**config.mk**
```make
export PLATFORM = sky130hd
export DESIGN_NAME = lcd_text_writer_flat
export DESIGN_NICKNAME = d
export VERILOG_FILES = /design/src/rtl/lcd_text_writer_if.sv /design/src/rtl/lcd_text_writer.sv /design/src/flat_wrapper.sv
export SDC_FILE = /design/constraint.sdc
export NUM_CORES = 1
export LEC_CHECK = 0
export ABC_AREA = 1
export BUFFER_PORTS_ARGS = -buffer_cell sky130_fd_sc_hd__buf_4
export CAP_MARGIN = 20
export CORE_MARGIN = 2
export CORE_UTILIZATION = 46
export DETAILED_ROUTE_END_ITERATION = 16
export PLACE_DENSITY = 0.68
export SLEW_MARGIN = 20
export SYNTH_ARGS = -nofsm -noshare
export SYNTH_HDL_FRONTEND = slang
export SYNTH_SLANG_ARGS = --single-unit
```
**constraint.sdc**
```tcl
create_clock -name clk -period 3.4 [get_ports clk]
set_clock_uncertainty 0.2 [all_clocks]
set_input_delay 0.85 -clock clk [delete_from_list [all_inputs] [get_ports clk]]
set_output_delay 0.85 -clock clk [all_outputs]
set_load 0.02 [all_outputs]
```
**src/rtl/lcd_text_writer_if.sv**
```systemverilog
// Byte-stream input handshake and display-RAM write bus for the text writer.
// The master side feeds characters and observes RAM writes; the slave is the writer.
interface lcd_text_writer_if;
    logic       in_valid;
    logic       in_ready;
    logic [7:0] in_data;
    logic       wr_en;
    logic [5:0] wr_addr;
    logic [7:0] wr_data;

    modport master (
        output in_valid,
        output in_data,
        input  in_ready,
        input  wr_en,
        input  wr_addr,
        input  wr_data
    );

    modport slave (
        input  in_valid,
        input  in_data,
        output in_ready,
        output wr_en,
        output wr_addr,
        output wr_data
    );
endinterface

```
**src/rtl/lcd_text_writer.sv**
```systemverilog
// Text cursor and display-RAM writer for the 12864 character path: consumes bytes,
// handles CR/LF/BS/FF, and writes characters or a full-screen fill into the 4x16 RAM.
module lcd_text_writer #(
    parameter logic [7:0] FILL_CHAR      = 8'h20,
    parameter bit         CLEAR_ON_RESET = 1'b1
) (
    input  logic                 clk,
    input  logic                 rst_n,
    lcd_text_writer_if.slave     bus,
    output logic [1:0]           cursor_row,
    output logic [3:0]           cursor_col,
    output logic                 busy
);
    localparam logic [0:0] S_IDLE  = 1'b0;
    localparam logic [0:0] S_CLEAR = 1'b1;

    localparam logic [7:0] C_BS = 8'h08;
    localparam logic [7:0] C_LF = 8'h0A;
    localparam logic [7:0] C_FF = 8'h0C;
    localparam logic [7:0] C_CR = 8'h0D;

    logic [0:0] state;
    logic [5:0] clr_cnt;
    logic       clr_done;
    logic       xfer;

    // in_ready is only ever high in IDLE, so it alone qualifies the handshake
    assign xfer = bus.in_valid && bus.in_ready;

    always_ff @(posedge clk or negedge rst_n) begin
        if (!rst_n) begin
            state        <= CLEAR_ON_RESET ? S_CLEAR : S_IDLE;
            busy         <= CLEAR_ON_RESET;
            bus.in_ready <= 1'b0;
            bus.wr_en    <= 1'b0;
            bus.wr_addr  <= 6'd0;
            bus.wr_data  <= 8'd0;
            cursor_row   <= 2'd0;
            cursor_col   <= 4'd0;
            clr_cnt      <= 6'd0;
            clr_done     <= 1'b0;
        end else begin
            bus.wr_en <= 1'b0;
            case (state)
                S_IDLE: begin
                    bus.in_ready <= 1'b1;
                    if (xfer) begin
                        case (bus.in_data)
                            C_CR: cursor_col <= 4'd0;
                            C_LF: begin
                                cursor_col <= 4'd0;
                                cursor_row <= cursor_row + 2'd1;
                            end
                            C_BS: begin
                                if (cursor_col != 4'd0) begin
                                    cursor_col <= cursor_col - 4'd1;
                                end else if (cursor_row != 2'd0) begin
                                    cursor_row <= cursor_row - 2'd1;
                                    cursor_col <= 4'd15;
                                end
                            end
                            C_FF: begin
                                // address 0 goes out on the handshake edge itself
                                state        <= S_CLEAR;
                                busy         <= 1'b1;
                                bus.in_ready <= 1'b0;
                                bus.wr_en    <= 1'b1;
                                bus.wr_addr  <= 6'd0;
                                bus.wr_data  <= FILL_CHAR;
                                clr_cnt      <= 6'd1;
                                clr_done     <= 1'b0;
                            end
                            default: begin
                                bus.wr_en   <= 1'b1;
                                bus.wr_addr <= {cursor_row, cursor_col};
                                bus.wr_data <= bus.in_data;
                                cursor_col  <= cursor_col + 4'd1;
                                if (cursor_col == 4'd15) cursor_row <= cursor_row + 2'd1;
                            end
                        endcase
                    end
                end
                S_CLEAR: begin
                    if (clr_done) begin
                        state        <= S_IDLE;
                        busy         <= 1'b0;
                        bus.in_ready <= 1'b1;
                        cursor_row   <= 2'd0;
                        cursor_col   <= 4'd0;
                        clr_done     <= 1'b0;
                    end else begin
                        // terminal flag stops the 6-bit counter from revisiting address 0
                        bus.wr_en   <= 1'b1;
                        bus.wr_addr <= clr_cnt;
                        bus.wr_data <= FILL_CHAR;
                        clr_cnt     <= clr_cnt + 6'd1;
                        clr_done    <= (clr_cnt == 6'd63);
                    end
                end
                default: state <= S_IDLE;
            endcase
        end
    end
endmodule

```
**src/flat_wrapper.sv**
```systemverilog
// flat-port wrapper written by rule: the top's interface ports become plain ports
module lcd_text_writer_flat 
#(
    parameter logic [7:0] FILL_CHAR      = 8'h20,
    parameter bit         CLEAR_ON_RESET = 1'b1
)
  (clk, rst_n, cursor_row, cursor_col, busy, bus_in_valid, bus_in_data, bus_in_ready, bus_wr_en, bus_wr_addr, bus_wr_data);
  lcd_text_writer_if bus_i ();
  input  logic clk;
  input  logic rst_n;
  output logic [1:0] cursor_row;
  output logic [3:0] cursor_col;
  output logic busy;
  input wire logic [$bits(bus_i.in_valid)-1:0] bus_in_valid;
  input wire logic [$bits(bus_i.in_data)-1:0] bus_in_data;
  output wire logic [$bits(bus_i.in_ready)-1:0] bus_in_ready;
  output wire logic [$bits(bus_i.wr_en)-1:0] bus_wr_en;
  output wire logic [$bits(bus_i.wr_addr)-1:0] bus_wr_addr;
  output wire logic [$bits(bus_i.wr_data)-1:0] bus_wr_data;
  assign bus_i.in_valid = bus_in_valid;
  assign bus_i.in_data = bus_in_data;
  assign bus_in_ready = bus_i.in_ready;
  assign bus_wr_en = bus_i.wr_en;
  assign bus_wr_addr = bus_i.wr_addr;
  assign bus_wr_data = bus_i.wr_data;
  lcd_text_writer #(.FILL_CHAR(FILL_CHAR), .CLEAR_ON_RESET(CLEAR_ON_RESET)) u_core (.clk(clk), .rst_n(rst_n), .bus(bus_i), .cursor_row(cursor_row), .cursor_col(cursor_col), .busy(busy));
endmodule
```
==> flow_metrics.tcl, run 1 <==
set metrics [dict create \
    die_h_um 68.0 \
    grt_pass1_wl_um 6920 \
    clkPwrFrac 0.192 \
    hold_buffers 0 \
    nets 287 \
    drtPass1Iterations 4 \
    cts_tree "done" \
    pwr-share-seq 0.387 \
    hold_viol 0 \
    rows 23 \
    grt_max_degree 32 \
    grt_pass1_vias 1488 \
    htreeDepth 2 \
    wire_per_inst_um 12.7 \
    die-area_um2 4620 \
    relSlewSlack 0.726 \
    endpoint_kind "flip-flop" \
    diodes 0 \
    clk_latency_ns 0.28 \
    net-switching-power_uw 582 \
    grt_usage 0.201 \
    drtIter0Drc 102 \
    grt_remaining_overflow 0 \
    ys_ff_latch 31 \
    hold_path.class "reg -> reg" \
    die_x_um 68.0 \
    vias_per_cell 5.12 \
    internal_power_uw 846 \
    status "finished clean" \
    setup_viol 0 \
    avgSynthCellArea_um2 7.81 \
    initial_core_util 0.474 \
    powerDensity_nw_per_um2 649 \
    drv_slew 0 \
    drc 0 \
    worstPathRequired_ns 3.39 \
    cts_root_buffer "clkbuf_8" \
    crit_path_start_kind "flip-flop" \
    syn_area_um2 1880 \
    min_period_over_period 0.608 \
    synth_warnings 0 \
    final_cell_mix "nand2_1 (58), buf_4 (33), nand3_1 (31), dfrtp_1 (29), inv_1 (25)" \
    cts.sinks 31 \
    tightest_slew_ns 0.412 \
    ir_worst_vdd_mv 0.427 \
    drive_gt1_frac 0.241 \
    crit_fanout 23 \
    p_leak_uw 0.00111 \
    areaGrowthSynthToFinish_pct 16.9 \
    worstPathArrival_ns 2.06 \
    syn_nets 255 \
    antenna_found_initial 0 \
    port_buffers 33 \
    core_area_um2 3970 \
    fin_setup_tns_ns 0 \
    layout_commonest_cell "nand2_1" \
    syn_inst 241 \
    post-place-ws_ns 1.15 \
    critical_path_class "reg -> reg" \
    place_congestion 0.784 \
    postRouteAntennaNets 0 \
    period_minus_slack_ns 2.07 \
    io_pins 34 \
    fin_ws_ns 1.33 \
    rsz0062_at_grt "false" \
    clk_pin_slew_ns 0.06 \
    hpwl_um 3020 \
    wirelength_um 4120 \
    vias 1660 \
    cap_viol_max_count 0 \
    cts_inserted_buffers 5 \
    post_cts_buffers 0 \
    combPwrFrac 0.421 \
    ys_types 33 \
    ys_seq_area_frac 0.413 \
    clock.fmax_mhz 484 \
    clockBufferDepth 2 \
    switching_share 0.408 \
    cts-resized-gates 0 \
]
## area by class of cell
cell class,instances,area (µm²)
inverter,30,113
timing repair buffer,33,248
tap,50,62.6
multi-input combinational,172,918
fill,388,1770
sequential,31,778
clock inverter,1,5.00
clock buffer,7,76.3
## critical path, cell delays in order (launching register included)
cell and delay, ns:
dfstp_2 0.66, inv_2 0.22, nor2_1 0.26, inv_2 0.21
nand2_4 0.22, o21ai_0 0.11, o21ai_0 0.09
## cell usage after synthesis, drive strengths merged
| cell | instances | area share |
|---|---|---|
| o22ai | 5 | 0.017 |
| o211ai | 1 | 0.0040 |
| nor2 | 24 | 0.057 |
| dfrtp | 29 | 0.39 |
| o21bai | 2 | 0.0080 |
| o21ai | 21 | 0.066 |
| xnor2 | 2 | 0.0093 |
| nand3 | 34 | 0.098 |
| xor2 | 3 | 0.014 |
| a21oi | 6 | 0.018 |
| o31ai | 1 | 0.0040 |
| nor3 | 2 | 0.0053 |
| inv | 30 | 0.060 |
| nand2 | 65 | 0.15 |
| nand4 | 3 | 0.018 |
| buf | 8 | 0.039 |
| dfstp | 2 | 0.028 |
| ha | 3 | 0.020 |
## registers in the layout, indices dropped and copies added (netlist names)
register / cells
u_core.cursor_col: 4
u_core.bus.wr_addr: 6
u_core.bus.wr_data: 8
u_core.clr_cnt: 6
u_core.bus.in_ready: 1
u_core.busy: 1
u_core.clr_done: 1
u_core.cursor_row: 2
u_core.bus.wr_en: 1
u_core.state: 1
## worst paths after layout
path / to / depth (start not counted) / slack, ns / start
max: u_core.clr_cnt[0] / 6 / 1.33 / u_core.state
min: u_core.busy / 1 / 0.27 / u_core.clr_done
max reg2reg: u_core.clr_cnt[0] / 6 / 1.33 / u_core.state
min reg2reg: u_core.busy / 1 / 0.27 / u_core.clr_done
max in group asynchronous: u_core.state / 1 / 2.36 / rst_n
min in group asynchronous: u_core.cursor_col[0] / 1 / 0.30 / rst_n
## logic make-up (layout without fill, tap and decap cells)
kind of cell	Yosys count	in the layout	synth area share
flops	31	31	0.413
compound gates	36	36	0.116
fa+ha+maj	3	3	0.0199
simple gates	128	128	0.328
buf+inv	38	71	0.0990
xor+xnor	5	5	0.0233
## power groups by stage
| stage | logic [µW] | clock network (µW) | registers (µW) |
|---|---|---|---|
| after floorplan | 320 | 0 | 633 |
| after detailed placement | 602 | 0 | 560 |
| after CTS | 605 | 284 | 553 |
| final | 601 | 274 | 553 |
| after global placement | 599 | 0 | 557 |
| after global routing | 676 | 305 | 567 |
## routing by layer
layer / track usage / vias to the layer above / wire, µm
met5: 0 / - / 0
met4: 0.0525 / 0 / 44
met3: 0.0493 / 4 / 213
met2: 0.322 / 41 / 1890
met1: 0.272 / 771 / 1970
li1: - / 844 / -
## per-stage QoR
step | utilization | power (µW) | cells | cell area, µm² | hold WS, ns
2_1_floorplan | - | 953 | 241 | 1880 | 0.204
4_1_cts | 0.554 | 1440 | 324 | 2200 | 0.264
6_report | 0.554 | 1430 | 324 | 2200 | 0.268
5_1_grt | 0.554 | 1550 | 324 | 2200 | 0.280
3_3_place_gp | 0.534 | 1160 | 316 | 2120 | 0.256
3_5_place_dp | 0.534 | 1160 | 316 | 2120 | 0.244
(Power assumes the default switching activity.)
==> run 2, diff against run 1 <==
==> constraint.sdc (replaced) <==
create_clock -name clk -period 2 [get_ports clk]
set_clock_uncertainty 0.2 [all_clocks]
set_input_delay 0.5 -clock clk [delete_from_list [all_inputs] [get_ports clk]]
set_output_delay 0.5 -clock clk [all_outputs]
set_load 0.02 [all_outputs]
==> run 2 against run 1 <==
- sequential power increased by 69%
- global-route usage is 1.1 points higher
- via count rose by 0.30%
- maximum frequency increased by 14%
- routed wire length rose by 3.3%
- combinational power grew 80%
- non-clock buffer count rose by 4
- largest power group unchanged
- critical endpoint is now u_core.clr_cnt[2]
- first-iteration DRC count rose by 42%
==> flow_metrics.tcl, run 2 (synthesis results as in run 1) <==
set metrics [dict create \
    status "finished clean" \
    pwr-share-seq 0.372 \
    drtPass1Iterations 5 \
    clockBufferDepth 2 \
    fin_cells 327 \
    core_area_um2 3970 \
    rows 23 \
    relSlewSlack 0.729 \
    r2r_slack_ns 0.19 \
    design_area_um2 2240 \
    vias_per_cell 5.09 \
    powerDensity_nw_per_um2 1120 \
    grt_max_degree 32 \
    setup_viol 0 \
    htreeDepth 2 \
    rsz0062_at_grt "false" \
    postRouteAntennaNets 0 \
    drv_slew 0 \
    combPwrFrac 0.430 \
    areaGrowthSynthToFinish_pct 18.9 \
    drc 0 \
    die-area_um2 4620 \
    switching_share 0.409 \
    fin_setup_tns_ns 0 \
    tightest_slew_ns 0.406 \
    io_pins 34 \
    wirelength_um 4250 \
    top_regs "u_core.bus.wr_data: 8 flops, u_core.bus.wr_addr: 6 flops, u_core.clr_cnt: 6 flops" \
    cts-resized-gates 0 \
    grt_pass1_wl_um 7320 \
    min_period_over_period 0.905 \
    grt_pass1_vias 1594 \
    cts_root_buffer "clkbuf_8" \
    post_cts_buffers 0 \
    grt_usage 0.212 \
    hold_buffers 1 \
    die_x_um 68.0 \
    diodes 0 \
    vias 1665 \
    clk_pin_slew_ns 0.07 \
    crit_path_start_kind "flip-flop" \
    grt_remaining_overflow 0 \
    worstPathArrival_ns 1.82 \
    fillers 387 \
    layout_commonest_cell "nand2_1" \
    fin_util 0.564 \
    internal_power_uw 1480 \
    final_cell_mix "nand2_1 (58), buf_4 (36), nand3_1 (31), dfrtp_1 (29), inv_1 (25)" \
    dp_cells 319 \
    cts.sinks 31 \
    drtIter0Drc 145 \
    nets 291 \
    p_leak_uw 0.00114 \
    hold_viol 0 \
    place_area_um2 2140 \
    ir_worst_vdd_mv 0.610 \
    initial_core_util 0.474 \
    endpoint_kind "flip-flop" \
    net-switching-power_uw 1030 \
    largest_register "u_core.bus.wr_data" \
    hold_path.class "reg -> reg" \
    clkPwrFrac 0.199 \
    antenna_found_initial 0 \
    clk_latency_ns 0.29 \
    p_total_uw 2510 \
    port_buffers 33 \
    largest_reg_flops 8 \
    place_congestion 0.905 \
    clock.fmax_mhz 553 \
    wire_per_inst_um 13.0 \
    worstPathRequired_ns 2.01 \
    drive_gt1_frac 0.253 \
    hpwl_um 3110 \
    die_h_um 68.0 \
    cap_viol_max_count 0 \
    cts_inserted_buffers 5 \
    crit_fanout 18 \
    cts_tree "done" \
    period_minus_slack_ns 1.81 \
    critical_path_class "reg -> reg" \
]
run 2: changes by cell type in the layout (fill, tap and decap cells not counted), sizes merged:
cell,before,now
buf,33,36
clkbuf,7,6
dlygate4sd3,0,1
run 2: metal layers:
layer,vias to the layer above,part of all wire,track usage,routed length [µm]
met4,0,0.027,0.110,114
met3,12,0.042,0.0362,180
met2,43,0.45,0.325,1920
met1,760,0.48,0.287,2030
met5,-,0,0,0
li1,850,-,-,-
run 2: critical path, cell delays in order (launching register included):
cell and delay [ns]:
dfstp_2 0.66, inv_2 0.06, nor2_1 0.19, inv_2 0.21, nand2_4 0.22, nand2_1 0.07
a21oi_1 0.12
run 2: area by class of cell:
type,instances,area (µm²),share of cell area
multi-input cells,172,918,0.410
repair buffers,37,280,0.125
well taps,50,62.6,0.0279
clock buffers,6,82.6,0.0369
inverters,30,113,0.0503
clock inverters,1,5.00,0.00223
flip-flops and latches,31,778,0.347
run 2: metrics by stage:
step	worst slack [ns]	hold slack [ns]
after detailed placement	0.140	0.241
after floorplan	0.329	0.00441
after CTS	0.195	0.246
after global placement	0.162	0.230
final	0.190	0.261
after global routing	0.0578	0.259
run 2: final timing paths:
path	startpoint	to	cells after the start
worst max-delay path	u_core.state	u_core.clr_cnt[2]	6
worst min-delay path	u_core.clr_done	u_core.busy	1
worst max register to register	u_core.state	u_core.clr_cnt[2]	6
worst min register to register	u_core.clr_done	u_core.busy	1
max in group asynchronous	rst_n	u_core.state	2
min in group asynchronous	rst_n	u_core.cursor_col[3]	2
run 2: power groups by stage:
| stage | combinational (µW) | sequential (µW) | clock, µW |
|---|---|---|---|
| CTS | 1080 | 934 | 504 |
| global placement | 1050 | 942 | 0 |
| finish | 1080 | 933 | 498 |
| floorplan | 545 | 1080 | 0 |
| global route | 1200 | 960 | 533 |
| detailed placement | 1070 | 943 | 0 |
